[src/rtl/rca_seq_adder_ctrl.sv]
// Sequential WIDTH-bit adder that reuses one 4-bit ripple-carry slice,
// one nibble per clock (LSB nibble first), with valid/ready on both sides.

module rca_4bit (
    input  logic [3:0] a,
    input  logic [3:0] b,
    input  logic       cin,
    output logic [3:0] sum,
    output logic       cout
);
    // Four chained full adders
    always_comb begin
        logic c;
        sum = '0;
        c   = cin;
        for (int i = 0; i < 4; i++) begin
            sum[i] = a[i] ^ b[i] ^ c;
            c      = (a[i] & b[i]) | (c & (a[i] ^ b[i]));
        end
        cout = c;
    end
endmodule

module rca_seq_adder_ctrl #(
    parameter int unsigned WIDTH = 16
) (
    input  logic             clk,
    input  logic             rst_n,
    input  logic             in_valid,
    output logic             in_ready,
    input  logic [WIDTH-1:0] A,
    input  logic [WIDTH-1:0] B,
    input  logic             Cin,
    output logic             out_valid,
    input  logic             out_ready,
    output logic [WIDTH-1:0] Sum,
    output logic             Cout,
    output logic             busy
);
    localparam int unsigned NSLICE = WIDTH / 4;
    localparam int unsigned IDXW   = $clog2(NSLICE);
    localparam logic [IDXW-1:0] LAST_IDX = IDXW'(NSLICE - 1);

    typedef enum logic [1:0] {
        IDLE = 2'd0,
        ADD  = 2'd1,
        DONE = 2'd2
    } state_t;

    state_t state, state_nxt;

    logic [WIDTH-1:0] a_reg, b_reg;
    logic             carry;
    logic [IDXW-1:0]  idx;
    logic [3:0]       slice_a, slice_b, slice_sum;
    logic             slice_cout;
    logic             load, step, last, accept;

    // State register
    always_ff @(posedge clk or negedge rst_n) begin
        if (!rst_n) state <= IDLE;
        else        state <= state_nxt;
    end

    // Next-state logic
    always_comb begin
        state_nxt = state;
        case (state)
            IDLE:    if (in_valid)        state_nxt = ADD;
            ADD:     if (idx == LAST_IDX) state_nxt = DONE;
            DONE:    if (out_ready)       state_nxt = IDLE;
            default:                      state_nxt = IDLE;
        endcase
    end

    // Control decode; depends on state and handshake inputs only, never on operands
    always_comb begin
        in_ready = 1'b0;
        busy     = 1'b0;
        load     = 1'b0;
        step     = 1'b0;
        last     = 1'b0;
        accept   = 1'b0;
        case (state)
            IDLE: begin
                in_ready = 1'b1;
                load     = in_valid;
            end
            ADD: begin
                busy = 1'b1;
                step = 1'b1;
                last = (idx == LAST_IDX);
            end
            DONE: begin
                busy   = 1'b1;
                accept = out_ready;
            end
            default: ;
        endcase
    end

    // Current nibble presented to the shared slice
    always_comb begin
        slice_a = a_reg[4*idx +: 4];
        slice_b = b_reg[4*idx +: 4];
    end

    rca_4bit u_slice (
        .a    (slice_a),
        .b    (slice_b),
        .cin  (carry),
        .sum  (slice_sum),
        .cout (slice_cout)
    );

    // Operand capture, nibble accumulation and result handoff
    always_ff @(posedge clk or negedge rst_n) begin
        if (!rst_n) begin
            a_reg     <= '0;
            b_reg     <= '0;
            carry     <= 1'b0;
            idx       <= '0;
            Sum       <= '0;
            Cout      <= 1'b0;
            out_valid <= 1'b0;
        end else if (load) begin
            a_reg <= A;
            b_reg <= B;
            carry <= Cin;
            idx   <= '0;
            Sum   <= '0;
        end else if (step) begin
            Sum[4*idx +: 4] <= slice_sum;
            carry           <= slice_cout;
            if (last) begin
                Cout      <= slice_cout;
                out_valid <= 1'b1;
            end else begin
                idx <= idx + IDXW'(1);
            end
        end else if (accept) begin
            out_valid <= 1'b0;
        end
    end
endmodule

[config.mk]
export PLATFORM = sky130hd
export DESIGN_NAME = rca_seq_adder_ctrl
export DESIGN_NICKNAME = d
export VERILOG_FILES = /design/src/rtl/rca_seq_adder_ctrl.sv
export SDC_FILE = /design/constraint.sdc
export NUM_CORES = 1
export LEC_CHECK = 0
export CAP_MARGIN = 20
export CORE_ASPECT_RATIO = 0.75
export CORE_UTILIZATION = 50
export DETAILED_ROUTE_END_ITERATION = 10
export PLACE_DENSITY = 0.79
export SYNTH_ARGS = -nofsm -noshare
export SYNTH_HDL_FRONTEND = slang
export SYNTH_HIERARCHICAL = 1
export SYNTH_SLANG_ARGS = --single-unit
[constraint.sdc]
create_clock -name clk -period 3.8 [get_ports clk]
set_input_delay 0.38 -clock clk [delete_from_list [all_inputs] [get_ports clk]]
set_output_delay 0.38 -clock clk [all_outputs]
set_load 0.01 [all_outputs]
==> flow_summary.yaml, run 1 <==
global_routing:
  grt_antenna_before_repair: 0
  grt_pass1_vias: 1883
  grt_overflow_total: 0
  grt_usage_pct: 20.6
  grt_pass1_wl_um: 8760
  grt_max_degree: 56
run_status:
  status: "complete, no violations"
synthesis:
  yosysUniqueCellTypes: 27
  ys_seq_elements: 55
  syn_nets: 315
  synth_edf_count: 0
  synthCells: 264
  yosys_most_used_dff: "dfrtp_1"
  synthTopCellsByArea: "dfrtp_1 (52%), nand2_1 (16%), mux4_2 (6.9%), ha_1 (4.8%), fa_1 (3.1%)"
  syn_area_um2: 2620
  yosysTopAreaCell: "dfrtp_1"
  synthAdderAreaFrac_pct: 7.82
  synth_xor_area_share_pct: 0.334
  synth_top_area_share_pct: 52.5
  syn_area_per_cell_um2: 9.94
  synth_top_family_by_area: "simple AND/OR/NAND/NOR gates"
  ys_warn_count: 6
  synth_compound_area_share_pct: 6.29
  async_flop_share_pct: 100
  ys_seq_area_share_pct: 52.5
  synthMuxAreaShare_pct: 8.87
  synthSimpleGateAreaFrac_pct: 19.9
detailed_routing:
  wl_per_cell_um: 13.2
  drc: 0
  detail_route.vias_per_cell: 4.99
  num_vias: 1965
  drt_iter0_markers: 109
  wirelength_um: 5200
  ant_nets: 0
  drt_pre_antenna_iters: 4
timing:
  fin_skew_ns: 0.00894
  finalSetupViolCount: 0
  hold_violations: 0
  slew_headroom_pct: 40.7
  finalCritPeriodShare_pct: 83.4
  worst_pin_slew_ns: 0.889
  slew_viol_final: 0
  fin_tns_setup_ns: 0
  fin_crit_ns: 3.17
  rsz0062_at_grt: "false"
  fmax_ghz: 0.315
floorplan:
  core_region_area_um2: 4980
  ioPinCount: 57
  fp.dieW_um: 85.6
  die_area_um2: 5540
  initial_core_util_pct: 52.7
  die_h_um: 64.7
  rows: 22
cells_and_area:
  layout.nets: 372
  drive_gt1_share_pct: 8.07
  final_cell_mix: "nand2_1 (115), dfrtp_1 (55), clkdlybuf4s50_1 (55)"
  finalNonFillerCells: 394
  diodes: 0
  final_common_cell: "nand2_1"
  fill_cells: 401
  syn_to_final_growth_pct: 29.4
placed_design:
  dp.cells: 385
  port_buffers: 56
  place_congestion: 0.788
  hpwl_um: 3740
power:
  irDropWorstVdd_uv: 330
  netSwitchingPower_w: 0.00104
  power_density_nw_per_um2: 772
  internal_power_w: 0.00159
  leakagePower_nw: 1.63
  p_clk_share_pct: 15.2
  pwr-share-comb_pct: 48.8
  p_seq_share_pct: 36.0
  swShare_pct: 39.5
clock_network:
  cts_num_sinks: 55
  clk_transition_reported_paths_ns: 0.10
  cts_max_path_buffers: 2
  root_buffer: "clkbuf_8"
  clk_latency_ns: 0.31
  htreeDepth: 2
  cts_hold_buf: 0
  cts_resized: 0
  postCtsSetupBuffers: 0
  cts_tree: "yes"
  cts_buffers: 5
critical_path:
  arrival_ns: 3.40
  worstSetupStartpointType: "flop"
  critPathLaunch: "idx[0]"
  cp_max_fo: 7
  critPathMaxStageDelay_ns: 0.58
  path_class: "flop to flop"
  cp_slowest_cell: "dfrtp_1"
  crit-reg2reg-launch: "idx[0]"
  cp.required_ns: 4.03
  cp-end-kind: "flop"
  crit_chain: "mux4_2 -> fa_1 -> inv_1 -> fa_1 -> inv_1 -> fa_1 -> inv_1 -> fa_1 -> inv_1 -> nand4_1 -> a21oi_1"
flow_run:
  max_cap_viol_count: 0
hold_path:
  min_path_type: "input pin to async pin"
## worst max-delay path, delay by kind of cell (launching register included)
kind | cells | cell delay (ns)
AO/OA/AOI/OAI | 1 | 0.17
multiplexers | 1 | 0.57
AND/OR/NAND/NOR | 1 | 0.09
buffers and inverters | 4 | 0.33
flip-flops | 1 | 0.58
adder cells (fa/ha/maj) | 4 | 1.36
## synth_stat cells (2+ instances only)
| library cell | instances |
|---|---|
| mux2_2 | 2 |
| mux4_2 | 8 |
| mux2i_1 | 3 |
| fa_1 | 4 |
| o21ai_1 | 4 |
| inv_1 | 17 |
| a21oi_1 | 8 |
| clkbuf_1 | 9 |
| a22o_1 | 9 |
| dfrtp_1 | 55 |
| o21ai_0 | 2 |
| nand4_1 | 4 |
| nand2_1 | 115 |
| nor2_1 | 2 |
| ha_1 | 10 |
## per-layer routing
| layer | GRT usage (%) | share of wire [%] | routed length (µm) | vias up |
|---|---|---|---|---|
| met5 | 0 | 0 | 0 | - |
| met4 | 4.79 | 0.69 | 36 | 0 |
| met3 | 4.20 | 4.4 | 229 | 5 |
| met2 | 32.9 | 46 | 2410 | 59 |
| met1 | 29.5 | 49 | 2530 | 934 |
| li1 | - | - | - | 967 |
## per-stage QoR
| stage | hold slack, ns | setup WS [ns] | total power [W] | cell area [µm²] | utilization (%) |
|---|---|---|---|---|---|
| global placement | 0.455 | 0.691 | 0.00217 | 3250 | 65.2 |
| CTS | 0.214 | 0.600 | 0.00261 | 3370 | 67.6 |
| floorplan | 0.0844 | 0.643 | 0.00181 | 2620 | - |
| finish | 0.176 | 0.629 | 0.00262 | 3390 | 68.1 |
| global route | 0.240 | 0.416 | 0.00283 | 3390 | 68.1 |
| detailed placement | 0.457 | 0.624 | 0.00221 | 3250 | 65.2 |
## final timing paths
check                            end  slack (ns)  cells past startpoint
setup reg to reg             Sum[11]        0.63                     11
hold reg to reg            b_reg[10]        0.48                      2
max in group asynchronous  a_reg[15]        3.16                      2
hold / removal                Sum[6]        0.18                      2
setup / recovery             Sum[11]        0.63                     11
min in group clk           b_reg[10]        0.48                      2
## logic make-up (layout without fill, tap and decap cells)
group,Yosys count,in the layout
AND/OR/NAND/NOR,128,128
multiplexers,13,13
AO/OA/AOI/OAI,25,25
flip-flops,55,55
XOR/XNOR,1,1
buffers and inverters,28,86
adder cells (fa/ha/maj),14,14
## final cells by class
cell class / count / area [µm²] / area share [%]
well taps: 72 / 90.1 / 2.65
clock inverters: 2 / 35.0 / 1.03
inverters: 17 / 63.8 / 1.88
clock buffers: 6 / 82.6 / 2.43
multi-input cells: 181 / 1130 / 33.4
flip-flops and latches: 55 / 1380 / 40.5
repair buffers: 61 / 613 / 18.1
## power by group through the flow
stage | clock, W | combinational [W] | sequential, W
finish | 0.000399 | 0.00128 | 0.000944
global route | 0.000431 | 0.00143 | 0.000973
CTS | 0.000403 | 0.00127 | 0.000943
detailed placement | 0 | 0.00126 | 0.000951
global placement | 0 | 0.00122 | 0.000943
floorplan | 0 | 0.000890 | 0.000916
Power figures use the tool's default switching activity.
==> run 2, diff against run 1 <==
CORE_UTILIZATION = 45   (was 50)
PLACE_DENSITY = 0.75   (was 0.79)
clock period = 2.9 ns   (was 3.8 ns; I/O delays follow)
==> run 2 against run 1 <==
Fmax grew 12%. Sequential cell count is the same. Combinational power grew 36%. First-iteration DRC count shrank 18%. Utilization shrank 5.5 points. Critical endpoint unchanged.
==> flow_summary.yaml, run 2 (synthesized netlist as in run 1, its figures left out) <==
cells_and_area:
  finalNonFillerCells: 400
  final_common_cell: "nand2_1"
  syn_to_final_growth_pct: 30.4
  fill_cells: 463
  seqCellArea_um2: 1380
  final_cell_mix: "nand2_1 (115), clkdlybuf4s50_1 (55), dfrtp_1 (54)"
  layout.nets: 375
  diodes: 0
  multi_input_area_um2: 1140
  drive_gt1_share_pct: 11.4
critical_path:
  arrival_ns: 3.05
  cp_max_fo: 4
  critPathMaxStageDelay_ns: 0.53
  cp_slowest_cell: "mux4_2"
  path_common_cell: "inv_2"
  path_class: "flop to flop"
  worstSetupStartpointType: "flop"
  cp-end-kind: "flop"
  cp.required_ns: 3.13
  crit_chain: "mux4_2 -> fa_2 -> inv_2 -> fa_2 -> inv_2 -> fa_2 -> inv_2 -> fa_1 -> inv_2 -> nand4_1 -> a21oi_1"
floorplan:
  initial_core_util_pct: 48.0
  ioPinCount: 57
  fp.dieW_um: 90.2
  die_h_um: 68.1
  rows: 23
  core_region_area_um2: 5470
  die_area_um2: 6140
power:
  p_total_w: 0.00348
  power_density_nw_per_um2: 1020
  netSwitchingPower_w: 0.00136
  p_seq_share_pct: 35.0
  leakagePower_nw: 1.63
  internal_power_w: 0.00212
  swShare_pct: 39.2
  irDropWorstVdd_uv: 345
  pwr-share-comb_pct: 50.1
  p_clk_share_pct: 14.9
detailed_routing:
  drc: 0
  drt_iter0_markers: 89
  wirelength_um: 5170
  drt_pre_antenna_iters: 4
  wl_met2_um: 2260
  num_vias: 1979
  dr_wl_met3_um: 252
  detail_route.vias_per_cell: 4.95
  wl_per_cell_um: 12.9
  wl_met1_um: 2590
  highest_layer: "met4"
  ant_nets: 0
global_routing:
  grt_max_degree: 34
  grt_pass1_vias: 1806
  grt_antenna_before_repair: 0
  grt_usage_pct: 18.6
  grt_pass1_wl_um: 8750
  grt_overflow_total: 0
timing:
  fin_skew_ns: 0.00993
  fin_crit_ns: 2.82
  slew_headroom_pct: 55.0
  fin_tns_setup_ns: 0
  rsz0062_at_grt: "true"
  finalWorstSetupSlack_ns: 0.0799
  fmax_ghz: 0.355
  hold_violations: 0
  finalCritPeriodShare_pct: 97.2
  worst_pin_slew_ns: 0.675
  finalSetupViolCount: 0
  slew_viol_final: 0
clock_network:
  cts_num_sinks: 55
  clk_latency_ns: 0.31
  cts_max_path_buffers: 2
  cts_tree: "yes"
  cts_buffers: 5
  htreeDepth: 2
  root_buffer: "clkbuf_8"
  cts_hold_buf: 0
  clk_transition_reported_paths_ns: 0.10
hold_path:
  min_path_type: "input pin to async pin"
flow_run:
  max_cap_viol_count: 0
run_status:
  status: "complete, no violations"
placed_design:
  place_congestion: 0.789
  hpwl_um: 4040
  port_buffers: 56
  dp.cells: 392
  place_ws_ns: 0.0292
-- run 2: cell type report --
cell class / count / share of cell area, %
Multi-Input combinational cell: 181 / 33.3
Timing Repair Buffer: 64 / 18.4
Sequential cell: 55 / 40.3
Tap cell: 75 / 2.74
Clock buffer: 6 / 2.41
Clock inverter: 2 / 1.02
Inverter: 17 / 1.86
-- run 2: final timing paths --
check,from,endpoint,slack [ns],depth (start not counted)
max,idx[0],Sum[11],0.08,11
min,rst_n,state[1],0.008,1
max reg2reg,idx[0],Sum[11],0.08,11
min reg2reg,b_reg[0],b_reg[0],0.48,2
max in group asynchronous,rst_n,b_reg[2],2.32,2
min in group clk,b_reg[0],b_reg[0],0.48,2
-- run 2: per-stage QoR --
stage / util (%) / area (µm²) / hold WS [ns]
6_report: 62.6 / 3420 / 0.00789
5_1_grt: 62.6 / 3420 / 0.0618
4_1_cts: 62.6 / 3420 / 0.0339
3_5_place_dp: 60.3 / 3300 / 0.363
3_3_place_gp: 60.3 / 3300 / 0.356
2_1_floorplan: - / 2640 / -0.00559
-- run 2: timing repair --
item,4_1_cts,5_1_grt
gates cloned,0,0
setup endpoints to repair,1,2
pin swaps,0,3
resized for setup,0,5
buffers inserted,1,0
-- run 2: power by group through the flow --
| stage | sequential (W) | combinational (W) | clock, W |
|---|---|---|---|
| after floorplan | 0.00121 | 0.00120 | 0 |
| after global placement | 0.00123 | 0.00167 | 0 |
| after detailed placement | 0.00124 | 0.00171 | 0 |
| after CTS | 0.00122 | 0.00174 | 0.000527 |
| after global routing | 0.00125 | 0.00195 | 0.000552 |
| final | 0.00122 | 0.00174 | 0.000519 |
-- run 2: worst max-delay path: cells and delay by family, from the launching register on --
kind	cells	cell delay, ns
AO/OA/AOI/OAI	1	0.17
adder cells (fa/ha/maj)	4	1.28
buffers and inverters	4	0.25
flip-flops	1	0.42
multiplexers	1	0.53
AND/OR/NAND/NOR	1	0.09
-- run 2: per-layer routing --
metal / GRT usage, % / vias up
li1: - / 981
met1: 26.9 / 932
met2: 28.1 / 59
met3: 3.89 / 7
met4: 6.65 / 0
met5: 0 / -
==> run 3, diff against run 2 <==
GPL_TIMING_DRIVEN = 0   (was not set)
==> run 3 against run 2 <==
Utilization grew 0.37 points. Clock skew shrank 0.0038 ns. Combinational power grew 8%. Largest power group unchanged.
==> flow_summary.yaml, run 3 (synthesized netlist as in run 1, its figures left out) <==
timing:
  slew_headroom_pct: 58.4
  finalSetupViolCount: 0
  rsz0062_at_grt: "true"
  worst_pin_slew_ns: 0.624
  finalWorstSetupSlack_ns: 0.00672
  fmax_ghz: 0.346
  slew_viol_final: 0
  fin_crit_ns: 2.89
  hold_violations: 0
  finalCritPeriodShare_pct: 99.8
  fin_tns_setup_ns: 0
  fin_skew_ns: 0.00613
cells_and_area:
  drive_gt1_share_pct: 10.5
  final_cell_mix: "nand2_1 (115), clkdlybuf4s50_1 (55), dfrtp_1 (54)"
  finalNonFillerCells: 409
  layout.nets: 384
  final_util_pct: 63.0
  syn_to_final_growth_pct: 31.2
  final_common_cell: "nand2_1"
  diodes: 0
global_routing:
  grt_usage_pct: 19.8
  grt_pass1_vias: 1961
  grt_overflow_total: 0
  grt_pass1_wl_um: 9270
  grt_max_degree: 31
  grt_antenna_before_repair: 0
floorplan:
  die_area_um2: 6140
  fp.dieW_um: 90.2
  initial_core_util_pct: 48.0
  ioPinCount: 57
  core_region_area_um2: 5470
  die_h_um: 68.1
  rows: 23
detailed_routing:
  drt_iter0_markers: 46
  wl_per_cell_um: 13.4
  drt_pre_antenna_iters: 4
  ant_nets: 0
  detail_route.vias_per_cell: 4.93
  wirelength_um: 5500
  drc: 0
  num_vias: 2017
critical_path:
  path_common_cell: "inv_2"
  crit_chain: "buf_12 -> mux4_2 -> fa_2 -> inv_2 -> fa_1 -> inv_1 -> fa_2 -> inv_2 -> fa_1 -> inv_2 -> buf_4 -> nand2_1 -> o21ai_1"
  cp_max_fo: 4
  cp.required_ns: 3.14
  worstSetupStartpointType: "flop"
  cp-end-kind: "flop"
  path_class: "flop to flop"
  critPathMaxStageDelay_ns: 0.51
  r2r_setup_slack_ns: 0.007
  arrival_ns: 3.13
  cp_slowest_cell: "mux4_2"
clock_network:
  clk_latency_ns: 0.31
  htreeDepth: 2
  cts_num_sinks: 55
  cts_tree: "yes"
  cts_buffers: 5
  clk_transition_reported_paths_ns: 0.09
  cts_max_path_buffers: 2
  root_buffer: "clkbuf_8"
power:
  power_density_nw_per_um2: 1010
  leakagePower_nw: 1.64
  irDropWorstVdd_uv: 388
  p_total_w: 0.00349
placed_design:
  place_congestion: 0.769
  dp.cells: 396
  hpwl_um: 4120
  place_ws_ns: -0.385
  port_buffers: 56
run_status:
  status: "complete, no violations"
flow_run:
  max_cap_viol_count: 0
hold_path:
  min_path_type: "flop to flop"
[run 3: metal layers]
layer | routed length [µm] | share of wire [%] | vias to the layer above | global-route usage, %
met1 | 2700 | 49 | 970 | 26.5
met3 | 225 | 4.1 | 5 | 3.56
met2 | 2530 | 46 | 47 | 34.2
met5 | 0 | 0 | - | 0
li1 | - | - | 995 | -
met4 | 51 | 0.93 | 0 | 5.44
[run 3: metrics by stage]
stage | hold WS [ns] | cell area [µm²]
final | 0.479 | 3440
after global routing | 0.500 | 3440
after CTS | 0.481 | 3440
after detailed placement | 0.333 | 3310
after global placement | 0.453 | 3290
after floorplan | -0.00559 | 2640
[run 3: power by group]
group | switching [W] | leakage, nW | internal, W
combinational | 0.00102 | 0.883 | 0.000857
clock | 0.000243 | 0.0477 | 0.000166
sequential | 0.000153 | 0.709 | 0.00105
[run 3: cell type report]
type                       count  area [µm²]
timing repair buffer          62         616
multi-input combinational    181        1140
sequential                    55        1380
buffer                        11        68.8
inverter                      17        63.8
tap                           75        93.8
clock buffer                   5        68.8
clock inverter                 3        15.0
fill                         469        2030
[run 3: path summary, 6_finish.rpt]
kind,startpoint,to,cells after the start
setup / recovery,idx[0],Sum[7],13
hold / removal,b_reg[14],b_reg[14],2
setup reg to reg,idx[0],Sum[7],13
hold reg to reg,b_reg[14],b_reg[14],2
max in group asynchronous,rst_n,idx[0],3
min in group asynchronous,rst_n,Sum[7],2
[run 3: critical path, delay by kind of cell (launching register included)]
kind                     cells  cell delay, ns
AND/OR/NAND/NOR              1            0.04
AO/OA/AOI/OAI                1            0.12
flip-flops                   1            0.40
multiplexers                 1            0.51
adder cells (fa/ha/maj)      4            1.28
buffers and inverters        6            0.47
[run 3: repair_timing]
item,in CTS,in global routing
pin swaps,2,1
endpoints found under the setup margin,7,4
resized for setup,5,1
hold buffers,1,0
buffers inserted,4,0
endpoints found under the hold margin,3,0
